## src/rtl/switcher_pkg.sv

```systemverilog
// switcher_pkg: shared types and constants for the switcher_array activity generator.
//   state_t : run-control FSM states
//   mode_t  : bank data-pattern selection (matches the cfg_mode encoding)
//   LFSR_SEED / LFSR_TAPS and lfsr_step(): the shared 32-bit Fibonacci LFSR
package switcher_pkg;

    typedef enum logic [2:0] {
        IDLE,
        ARM,
        BURST,
        GAP,
        DONE
    } state_t;

    typedef enum logic [1:0] {
        MODE_TOGGLE,
        MODE_ONES,
        MODE_LFSR,
        MODE_WALK
    } mode_t;

    localparam logic [31:0] LFSR_SEED = 32'hACE1_0001;
    // Taps 32,22,2,1 expressed as bit indices 31,21,1,0.
    localparam logic [31:0] LFSR_TAPS = 32'h8020_0003;

    // Shift left, feedback (XOR of the tapped bits) enters at bit 0.
    function automatic logic [31:0] lfsr_step(input logic [31:0] s);
        return {s[30:0], ^(s & LFSR_TAPS)};
    endfunction

endpackage

```

## src/rtl/switcher_if.sv

```systemverilog
// switcher_if: control/status bus of switcher_array.
//   master modport : controller side (drives config, start, stop; reads status)
//   slave modport  : switcher_array side
//   cfg_*          : config write (cfg_valid/cfg_ready), mode, channel mask, burst/idle length,
//                    repeat count
//   start/stop     : run control
//   busy/burst_active/done/aborted/burst_cnt/bank_parity : status
interface switcher_if #(
    parameter int unsigned N_CHAN = 4,
    parameter int unsigned CNT_W  = 16,
    parameter int unsigned REP_W  = 8
);
    logic              cfg_valid;
    logic              cfg_ready;
    logic [1:0]        cfg_mode;
    logic [N_CHAN-1:0] cfg_chan_mask;
    logic [CNT_W-1:0]  cfg_burst_len;
    logic [CNT_W-1:0]  cfg_idle_len;
    logic [REP_W-1:0]  cfg_repeat;
    logic              start;
    logic              stop;
    logic              busy;
    logic              burst_active;
    logic              done;
    logic              aborted;
    logic [REP_W-1:0]  burst_cnt;
    logic [N_CHAN-1:0] bank_parity;

    modport master (
        output cfg_valid, cfg_mode, cfg_chan_mask, cfg_burst_len, cfg_idle_len, cfg_repeat,
        output start, stop,
        input  cfg_ready, busy, burst_active, done, aborted, burst_cnt, bank_parity
    );

    modport slave (
        input  cfg_valid, cfg_mode, cfg_chan_mask, cfg_burst_len, cfg_idle_len, cfg_repeat,
        input  start, stop,
        output cfg_ready, busy, burst_active, done, aborted, burst_cnt, bank_parity
    );

endinterface

```

## src/rtl/switcher_bank.sv

```systemverilog
// switcher_bank: one REG_SIZE-flop bank of switching activity.
//   clk, rst_n : clock, asynchronous active-low reset
//   en         : load the pattern this cycle (BURST, channel enabled, no stop); else load 0
//   mode       : pattern select
//   phase      : TOGGLE phase (0 = all ones) for the current burst cycle
//   idx        : burst cycle index modulo REG_SIZE, for WALK
//   lfsr       : shared LFSR value for the current burst cycle
//   parity     : registered XOR-reduce of the bank (lags the bank by one cycle)
module switcher_bank
    import switcher_pkg::*;
#(
    parameter int unsigned REG_SIZE = 64,
    parameter int unsigned IDX_W    = 6,
    parameter int unsigned CHAN     = 0
) (
    input  logic             clk,
    input  logic             rst_n,
    input  logic             en,
    input  mode_t            mode,
    input  logic             phase,
    input  logic [IDX_W-1:0] idx,
    input  logic [31:0]      lfsr,
    output logic             parity
);

    localparam int unsigned WALK_OFS = CHAN % REG_SIZE;
    localparam int unsigned ROT      = (4 * CHAN) % 32;

    logic [REG_SIZE-1:0] bank_q;
    logic [REG_SIZE-1:0] pattern;
    logic                parity_q;
    logic [63:0]         lfsr_dbl;
    logic [31:0]         lfsr_rot;
    logic [IDX_W:0]      walk_sum;

    // Rotate left by ROT: take a 32-bit window out of the doubled word.
    assign lfsr_dbl = {lfsr, lfsr};
    assign lfsr_rot = lfsr_dbl[63-ROT -: 32];

    // (idx + CHAN) mod REG_SIZE without a divider; both terms are already < REG_SIZE.
    always_comb begin
        walk_sum = {1'b0, idx} + (IDX_W+1)'(WALK_OFS);
        if (walk_sum >= (IDX_W+1)'(REG_SIZE)) begin
            walk_sum = walk_sum - (IDX_W+1)'(REG_SIZE);
        end
    end

    always_comb begin
        pattern = '0;
        case (mode)
            MODE_TOGGLE: pattern = phase ? '0 : '1;
            MODE_ONES:   pattern = '1;
            MODE_LFSR: begin
                for (int i = 0; i < int'(REG_SIZE); i++) begin
                    pattern[i] = lfsr_rot[i % 32];
                end
            end
            MODE_WALK: begin
                for (int i = 0; i < int'(REG_SIZE); i++) begin
                    pattern[i] = (walk_sum == (IDX_W+1)'(i));
                end
            end
            default: pattern = '0;
        endcase
    end

    always_ff @(posedge clk or negedge rst_n) begin
        if (!rst_n) begin
            bank_q   <= '0;
            parity_q <= 1'b0;
        end else begin
            bank_q   <= en ? pattern : '0;
            parity_q <= ^bank_q;
        end
    end

    assign parity = parity_q;

endmodule

```

## src/rtl/switcher_array.sv

```systemverilog
// switcher_array: programmable multi-channel switching-activity generator. Runs timed bursts of
// pattern data on N_CHAN banks of REG_SIZE flops, separated by idle gaps, for a set number of
// bursts or until stopped.
//   clk, rst_n : clock, asynchronous active-low reset
//   bus        : switcher_if slave (config write, start/stop, status, bank parity)
module switcher_array
    import switcher_pkg::*;
#(
    parameter int unsigned N_CHAN   = 4,
    parameter int unsigned REG_SIZE = 64,
    parameter int unsigned CNT_W    = 16,
    parameter int unsigned REP_W    = 8
) (
    input  logic       clk,
    input  logic       rst_n,
    switcher_if.slave  bus
);

    localparam int unsigned IDX_W = (REG_SIZE > 1) ? $clog2(REG_SIZE) : 1;

    state_t            state_q, state_d;
    mode_t             mode_q;
    logic [N_CHAN-1:0] mask_q;
    logic [CNT_W-1:0]  burst_len_q, idle_len_q;
    logic [REP_W-1:0]  repeat_q;
    logic [CNT_W-1:0]  cnt_q, cnt_d;
    logic [REP_W-1:0]  burst_cnt_q, burst_cnt_d;
    logic [31:0]       lfsr_q, lfsr_d;
    logic              phase_q, phase_d;
    logic [IDX_W-1:0]  idx_q, idx_d;
    logic              aborted_q, aborted_d;

    logic              cfg_load;
    logic              bank_en;
    logic              last_burst;
    logic [CNT_W-1:0]  burst_reload;
    logic [REP_W-1:0]  burst_cnt_inc;
    logic [IDX_W-1:0]  idx_next;
    logic [N_CHAN-1:0] parity;

    assign cfg_load = bus.cfg_valid && (state_q == IDLE);

    // A zero burst length still produces a one-cycle burst.
    assign burst_reload  = (burst_len_q == '0) ? '0 : burst_len_q - CNT_W'(1);
    assign burst_cnt_inc = (burst_cnt_q == '1) ? burst_cnt_q : burst_cnt_q + REP_W'(1);
    assign last_burst    = (repeat_q != '0) &&
                           (({1'b0, burst_cnt_q} + (REP_W+1)'(1)) == {1'b0, repeat_q});
    assign idx_next      = (idx_q == IDX_W'(REG_SIZE - 1)) ? '0 : idx_q + IDX_W'(1);

    // Banks clear on the same edge that stop is seen.
    assign bank_en = (state_q == BURST) && !bus.stop;

    always_ff @(posedge clk or negedge rst_n) begin
        if (!rst_n) begin
            mode_q      <= MODE_TOGGLE;
            mask_q      <= '0;
            burst_len_q <= '0;
            idle_len_q  <= '0;
            repeat_q    <= '0;
        end else if (cfg_load) begin
            mode_q      <= mode_t'(bus.cfg_mode);
            mask_q      <= bus.cfg_chan_mask;
            burst_len_q <= bus.cfg_burst_len;
            idle_len_q  <= bus.cfg_idle_len;
            repeat_q    <= bus.cfg_repeat;
        end
    end

    always_comb begin
        state_d     = state_q;
        cnt_d       = cnt_q;
        burst_cnt_d = burst_cnt_q;
        lfsr_d      = lfsr_q;
        aborted_d   = aborted_q;
        // Pattern position is zero outside a burst, so every burst starts at k = 0.
        phase_d     = 1'b0;
        idx_d       = '0;

        case (state_q)
            IDLE: begin
                if (bus.start && !bus.stop) begin
                    state_d = ARM;
                end
            end

            ARM: begin
                cnt_d       = burst_reload;
                burst_cnt_d = '0;
                lfsr_d      = LFSR_SEED;
                aborted_d   = 1'b0;
                state_d     = BURST;
                if (bus.stop) begin
                    state_d   = DONE;
                    aborted_d = 1'b1;
                end
            end

            BURST: begin
                lfsr_d  = lfsr_step(lfsr_q);
                phase_d = ~phase_q;
                idx_d   = idx_next;
                cnt_d   = cnt_q - CNT_W'(1);
                if (cnt_q == '0) begin
                    burst_cnt_d = burst_cnt_inc;
                    phase_d     = 1'b0;
                    idx_d       = '0;
                    if (last_burst) begin
                        state_d = DONE;
                    end else if (idle_len_q != '0) begin
                        state_d = GAP;
                        cnt_d   = idle_len_q - CNT_W'(1);
                    end else begin
                        cnt_d = burst_reload;
                    end
                end
                // Stop wins, but a burst ending this cycle has already been counted above.
                if (bus.stop) begin
                    state_d   = DONE;
                    aborted_d = 1'b1;
                end
            end

            GAP: begin
                cnt_d = cnt_q - CNT_W'(1);
                if (cnt_q == '0) begin
                    state_d = BURST;
                    cnt_d   = burst_reload;
                end
                if (bus.stop) begin
                    state_d   = DONE;
                    aborted_d = 1'b1;
                end
            end

            DONE: begin
                state_d = IDLE;
            end

            default: begin
                state_d = IDLE;
            end
        endcase
    end

    always_ff @(posedge clk or negedge rst_n) begin
        if (!rst_n) begin
            state_q     <= IDLE;
            cnt_q       <= '0;
            burst_cnt_q <= '0;
            lfsr_q      <= '0;
            phase_q     <= 1'b0;
            idx_q       <= '0;
            aborted_q   <= 1'b0;
        end else begin
            state_q     <= state_d;
            cnt_q       <= cnt_d;
            burst_cnt_q <= burst_cnt_d;
            lfsr_q      <= lfsr_d;
            phase_q     <= phase_d;
            idx_q       <= idx_d;
            aborted_q   <= aborted_d;
        end
    end

    for (genvar c = 0; c < int'(N_CHAN); c++) begin : g_bank
        switcher_bank #(
            .REG_SIZE (REG_SIZE),
            .IDX_W    (IDX_W),
            .CHAN     (c)
        ) u_bank (
            .clk    (clk),
            .rst_n  (rst_n),
            .en     (bank_en && mask_q[c]),
            .mode   (mode_q),
            .phase  (phase_q),
            .idx    (idx_q),
            .lfsr   (lfsr_q),
            .parity (parity[c])
        );
    end

    assign bus.cfg_ready    = (state_q == IDLE);
    assign bus.busy         = (state_q == ARM) || (state_q == BURST) ||
                              (state_q == GAP) || (state_q == DONE);
    assign bus.burst_active = (state_q == BURST);
    assign bus.done         = (state_q == DONE);
    assign bus.aborted      = (state_q == DONE) && aborted_q;
    assign bus.burst_cnt    = burst_cnt_q;
    assign bus.bank_parity  = parity;

endmodule

```

## src/flat_wrapper.sv

```systemverilog
// flat-port wrapper written by rule: the top's interface ports become plain ports
module switcher_array_flat import switcher_pkg::*;
#(
    parameter int unsigned N_CHAN   = 4,
    parameter int unsigned REG_SIZE = 64,
    parameter int unsigned CNT_W    = 16,
    parameter int unsigned REP_W    = 8
)
  (clk, rst_n, bus_cfg_valid, bus_cfg_mode, bus_cfg_chan_mask, bus_cfg_burst_len, bus_cfg_idle_len, bus_cfg_repeat, bus_start, bus_stop, bus_cfg_ready, bus_busy, bus_burst_active, bus_done, bus_aborted, bus_burst_cnt, bus_bank_parity);
  switcher_if #(.N_CHAN(N_CHAN), .CNT_W(CNT_W), .REP_W(REP_W)) bus_i ();
  input  logic clk;
  input  logic rst_n;
  input wire logic [$bits(bus_i.cfg_valid)-1:0] bus_cfg_valid;
  input wire logic [$bits(bus_i.cfg_mode)-1:0] bus_cfg_mode;
  input wire logic [$bits(bus_i.cfg_chan_mask)-1:0] bus_cfg_chan_mask;
  input wire logic [$bits(bus_i.cfg_burst_len)-1:0] bus_cfg_burst_len;
  input wire logic [$bits(bus_i.cfg_idle_len)-1:0] bus_cfg_idle_len;
  input wire logic [$bits(bus_i.cfg_repeat)-1:0] bus_cfg_repeat;
  input wire logic [$bits(bus_i.start)-1:0] bus_start;
  input wire logic [$bits(bus_i.stop)-1:0] bus_stop;
  output wire logic [$bits(bus_i.cfg_ready)-1:0] bus_cfg_ready;
  output wire logic [$bits(bus_i.busy)-1:0] bus_busy;
  output wire logic [$bits(bus_i.burst_active)-1:0] bus_burst_active;
  output wire logic [$bits(bus_i.done)-1:0] bus_done;
  output wire logic [$bits(bus_i.aborted)-1:0] bus_aborted;
  output wire logic [$bits(bus_i.burst_cnt)-1:0] bus_burst_cnt;
  output wire logic [$bits(bus_i.bank_parity)-1:0] bus_bank_parity;
  assign bus_i.cfg_valid = bus_cfg_valid;
  assign bus_i.cfg_mode = bus_cfg_mode;
  assign bus_i.cfg_chan_mask = bus_cfg_chan_mask;
  assign bus_i.cfg_burst_len = bus_cfg_burst_len;
  assign bus_i.cfg_idle_len = bus_cfg_idle_len;
  assign bus_i.cfg_repeat = bus_cfg_repeat;
  assign bus_i.start = bus_start;
  assign bus_i.stop = bus_stop;
  assign bus_cfg_ready = bus_i.cfg_ready;
  assign bus_busy = bus_i.busy;
  assign bus_burst_active = bus_i.burst_active;
  assign bus_done = bus_i.done;
  assign bus_aborted = bus_i.aborted;
  assign bus_burst_cnt = bus_i.burst_cnt;
  assign bus_bank_parity = bus_i.bank_parity;
  switcher_array #(.N_CHAN(N_CHAN), .REG_SIZE(REG_SIZE), .CNT_W(CNT_W), .REP_W(REP_W)) u_core (.clk(clk), .rst_n(rst_n), .bus(bus_i));
endmodule
```

## config.mk

```make
export PLATFORM = sky130hd
export DESIGN_NAME = switcher_array_flat
export DESIGN_NICKNAME = d
export VERILOG_FILES = /design/src/rtl/switcher_pkg.sv /design/src/rtl/switcher_if.sv /design/src/rtl/switcher_bank.sv /design/src/rtl/switcher_array.sv /design/src/flat_wrapper.sv
export SDC_FILE = /design/constraint.sdc
export NUM_CORES = 1
export LEC_CHECK = 0
export BUFFER_PORTS_ARGS = -buffer_cell sky130_fd_sc_hd__buf_2
export CORE_MARGIN = 4
export CORE_UTILIZATION = 30
export DETAILED_ROUTE_END_ITERATION = 12
export SETUP_SLACK_MARGIN = 0.5
export SYNTH_ARGS = -nofsm -noshare
export SYNTH_HDL_FRONTEND = slang
export SYNTH_SLANG_ARGS = --single-unit
```

## constraint.sdc

```tcl
create_clock -name clk -period 2.66 [get_ports clk]
set_clock_uncertainty 0.05 [all_clocks]
set_input_delay 0 -clock clk [delete_from_list [all_inputs] [get_ports clk]]
set_output_delay 0 -clock clk [all_outputs]
set_load 0.1 [all_outputs]
```

==> key figures <==
Status
  • Outcome: finished, final reports clean

Route
  • Via density: approximately 5.0
  • Post-Route WL: ~56,000 um
  • Post-DRT Antenna Nets: 0
  • DRT Pass-1 Iters: 6
  • Via count: between 10,000 and 15,000
  • Wire per inst: between 15 and 20 um
  • Initial DRC count: between 1,000 and 1,500
  • Residual DRC count: 0

Floorplanning
  • Starting Density: about 30%
  • Die span in y: 256 um
  • Row count: 90
  • Core Area: around 60,000 um2
  • Ports: 68
  • Die area: 65,600 um2
  • Die X: 256 um

Final layout
  • Area of the multi-input gates: ~9400 um2
  • # diodes: 0
  • Fin nets: between 2,000 and 2,500
  • Area growth from synthesis to layout: 28.0%
  • Layout cell share with drive strength beyond 1: 24.0%
  • Register area: 9370 um2
  • Post-route cell area: between 20,000 and 25,000 um2
  • Number of fill cells: ~6,000

Power and ir drop
  • Int Pwr: between 10 and 15 mW
  • Pleak: 9.83 nW
  • Power per standard cell area: slightly above 1000 nW/um2
  • Sw Share: roughly two fifths
  • Reg power frac: a little under a third
  • Peak VDD IR: 0.707 mV
  • Combinational share of power: between 40 and 50%
  • Sw power: slightly below 10 mW
  • Clock Power Share: about 25%

Placement
  • Setup WS pre-CTS: approximately 0.15 ns
  • GPL Wtd Cong: approximately 0.87
  • # port buffers: 67
  • Post-DP HPWL: around 37,000 um
  • Area after DPL: 20,600 um2

Clocking
  • Sink Count: 373
  • TritonCTS clock tree: done
  • Num CTS Buffers: 41
  • CTS clk-pin slew, worst paths: ~0.06 ns
  • H-tree depth: 2
  • Clock Path Buffers: 3
  • Clock latency on the worst-skew pair: about 0.57 ns
  • CTS root buffer: clkbuf_16

Yosys
  • Net count after synthesis: about 2,000
  • Syn Inst Count: roughly 1,900
  • Sequential fraction of the synthesis area: around 51%
  • Synthesized cell area: about 18,000 um2
  • Post-synth top area cell: dfrtp_1
  • Yosys reg bits: ~370
  • Top cell type's share of synthesized area: 50.6%
  • Post-synth EDFFs: 0
  • Top FF cell, synth: dfrtp_1
  • Synth async-reset ratio: between 90% and 100%
  • Mean area per synthesized cell: a little under 10 um2
  • Top post-synthesis cells by area: dfrtp_1 (51%), xnor2_1 (12%), a21oi_1 (8.4%), nand2_1 (6.3%), xor2_1 (2.8%)
  • Unique masters post-synth: around 70
  • Most instantiated cells after synthesis: dfrtp_1 (373), nand2_1 (312), a21oi_1 (310)
  • Synth Warn #: 0
  • Top-count cell post-synth: dfrtp_1

Setup path
  • Worst path max stage delay: 0.57 ns
  • CP startpoint kind: flip-flop
  • CP endpoint kind: flip-flop
  • Crit path DAT: roughly 2.8 ns
  • Critical-path cell list: or4_4 > nor4b_4 > buf_4 > nand2_8 > o21ai_4 > buf_6 > nand2_8 > o21ai_2 > o21ai_1
  • CP most frequent cell: nand2_8
  • Crit path max-delay cell type: or4_4
  • Crit Path Category: flip-flop to flip-flop
  • CP Max Fanout: 6
  • Buf/Inv on CP: 2
  • Top delay family on crit path: simple AND/OR/NAND/NOR gates
  • CP required: ~3.0 ns

Global routing
  • Initial antenna violation count: 0
  • Routing usage on met2: 26.9%
  • Busiest grt layer: met2
  • Number of global-route vias before repair: 14,848
  • First-pass GRT wire length: 86,700 um
  • Pin count of the biggest net entering global routing: 69
  • Met1 GRT Util: a little under a quarter
  • GR Util All Layers: ~17%
  • Met3 Use GR: roughly 2.8%
  • Remaining Overflow, GRT: 0

Hold path
  • Hold Path Class: primary input to flip-flop

Timing
  • Relative slew margins: roughly 45%
  • Max-slew violation count: 0
  • Slew of the pin with the lowest slew margin: roughly 0.83 ns
  • Fmax: roughly 410 MHz
  • # setup viols final: 0
  • Period utilization: 90.7%
  • Min cycle time layout: around 2.4 ns
  • Setup TNS: 0 ns
  • Final hold violations: 0
  • RSZ-0062 raised after global routing: yes
  • Final WS setup: approximately 0.25 ns

Run
  • Max Cap Violations: 0
[cell families after synthesis]
| kind of cell | synth area share, % |
|---|---|
| AOI/OAI and AO/OA | 14.4 |
| xor gates and xnor gates | 14.8 |
| adders and majority gates | 1.02 |
| buffers and inverters | 2.56 |
| DFF | 50.6 |
| muxes | 2.88 |
| and+or+nand+nor | 13.8 |
[power by group through the flow]
stage | registers (mW) | clock network (mW) | logic, mW
after CTS | 7.52 | 6.08 | 10.0
after global placement | 7.58 | 0 | 9.45
after detailed placement | 7.64 | 0 | 9.46
final | 7.55 | 5.94 | 10.4
after global routing | 7.68 | 6.31 | 11.1
after floorplan | 7.45 | 0 | 5.99
[what timing repair did]
action | in CTS | in global routing
pin swaps | 23 | 18
hold endpoints to repair | 423 | 0
cloned | 1 | 2
hold buffers | 52 | 0
resized for setup | 66 | 97
setup endpoints to repair | 178 | 183
setup buffers | 36 | 22
[worst min-delay path, stage by stage]
cell           delay, ns
dlygate4sd3_1       0.52
buf_2               0.10
nand2_1             0.04
o21ai_0             0.06
[cell type report]
| cell class | count | area share [%] |
|---|---|---|
| multi-input cells | 1403 | 39.7 |
| flip-flops and latches | 373 | 39.7 |
| repair buffers | 294 | 10.2 |
| clock buffers | 58 | 5.08 |
| well taps | 782 | 4.14 |
| clock inverters | 15 | 0.910 |
| inverters | 17 | 0.286 |
[cell usage in the layout, fill, tap and decap left out, types with 7 or more instances in the layout]
cell           synthesis  routed
xnor2_1              253     248
a21oi_2                2      15
nor2b_1               12       9
a22o_1                26      26
o21ai_0               51      24
or4_4                  1       7
clkbuf_8               0       9
ha_1                  15       8
mux2_2                41      41
xor2_1                59      55
o21ai_2                0      12
nor3_2                 1       7
buf_4                  5     152
nand2_1              312     297
nor2_2                 2      19
a21oi_1              310     297
buf_12                 1      13
nand3_1               23      20
dfrtp_2                0       8
nor3_1                16       9
nor2_1               103      80
clkbuf_16              0      43
o21ai_1                5      19
and2_1                17      14
inv_1                 17      11
buf_6                  1      12
nand2_2                1       8
dlygate4sd3_1          0      52
o22a_1                13      12
dfrtp_1              373     357
buf_2                  5      63
nand2b_1              13      13
and3_1                13      12
dfrtp_4                0       8
clkbuf_1              80       7
[worst paths after layout]
kind | endpoint | cells after the start | slack (ns) | from
min in group asynchronous | u_core.g_bank[3].u_bank.bank_q[63] | 3 | 0.48 | rst_n
max reg2reg | u_core.bus.burst_cnt[5] | 9 | 0.25 | u_core.cnt_q[6]
max in group asynchronous | u_core.idle_len_q[4] | 4 | 1.28 | rst_n
min | u_core.burst_len_q[1] | 4 | 0.15 | bus_cfg_burst_len[1]
min reg2reg | u_core.phase_q | 1 | 0.40 | u_core.phase_q
max | u_core.bus.burst_cnt[5] | 9 | 0.25 | u_core.cnt_q[6]
[state kept, by name, indices dropped and copies added, names as in the netlist, 3 cells and up]
name                         flops
u_core.mask_q                    4
u_core.lfsr_q                   32
u_core.state_q                   3
u_core.bus.burst_cnt             8
u_core.g_bank.u_bank.bank_q    256
u_core.idle_len_q               16
u_core.idx_q                     6
u_core.burst_len_q              16
u_core.repeat_q                  8
u_core.cnt_q                    16
u_core.g_bank.u_bank.parity      4
[layer usage]
metal	share of wire, %	wire (um)
met1	43	24400
met2	48	26800
met3	5.9	3340
met4	3.3	1850
met5	0	0
[through the flow]
| stage | utilization [%] | hold WS (ns) | cells | power [mW] |
|---|---|---|---|---|
| after floorplan | - | -0.346 | 1888 | 13.4 |
| after global placement | 34.0 | -0.0321 | 2756 | 17.0 |
| after detailed placement | 34.0 | -0.0307 | 2756 | 17.1 |
| after CTS | 38.0 | 0.115 | 2918 | 23.6 |
| after global routing | 39.0 | 0.139 | 2942 | 25.1 |
| final | 39.0 | 0.149 | 2942 | 23.9 |
No activity file was read; power rests on OpenSTA's default activity.
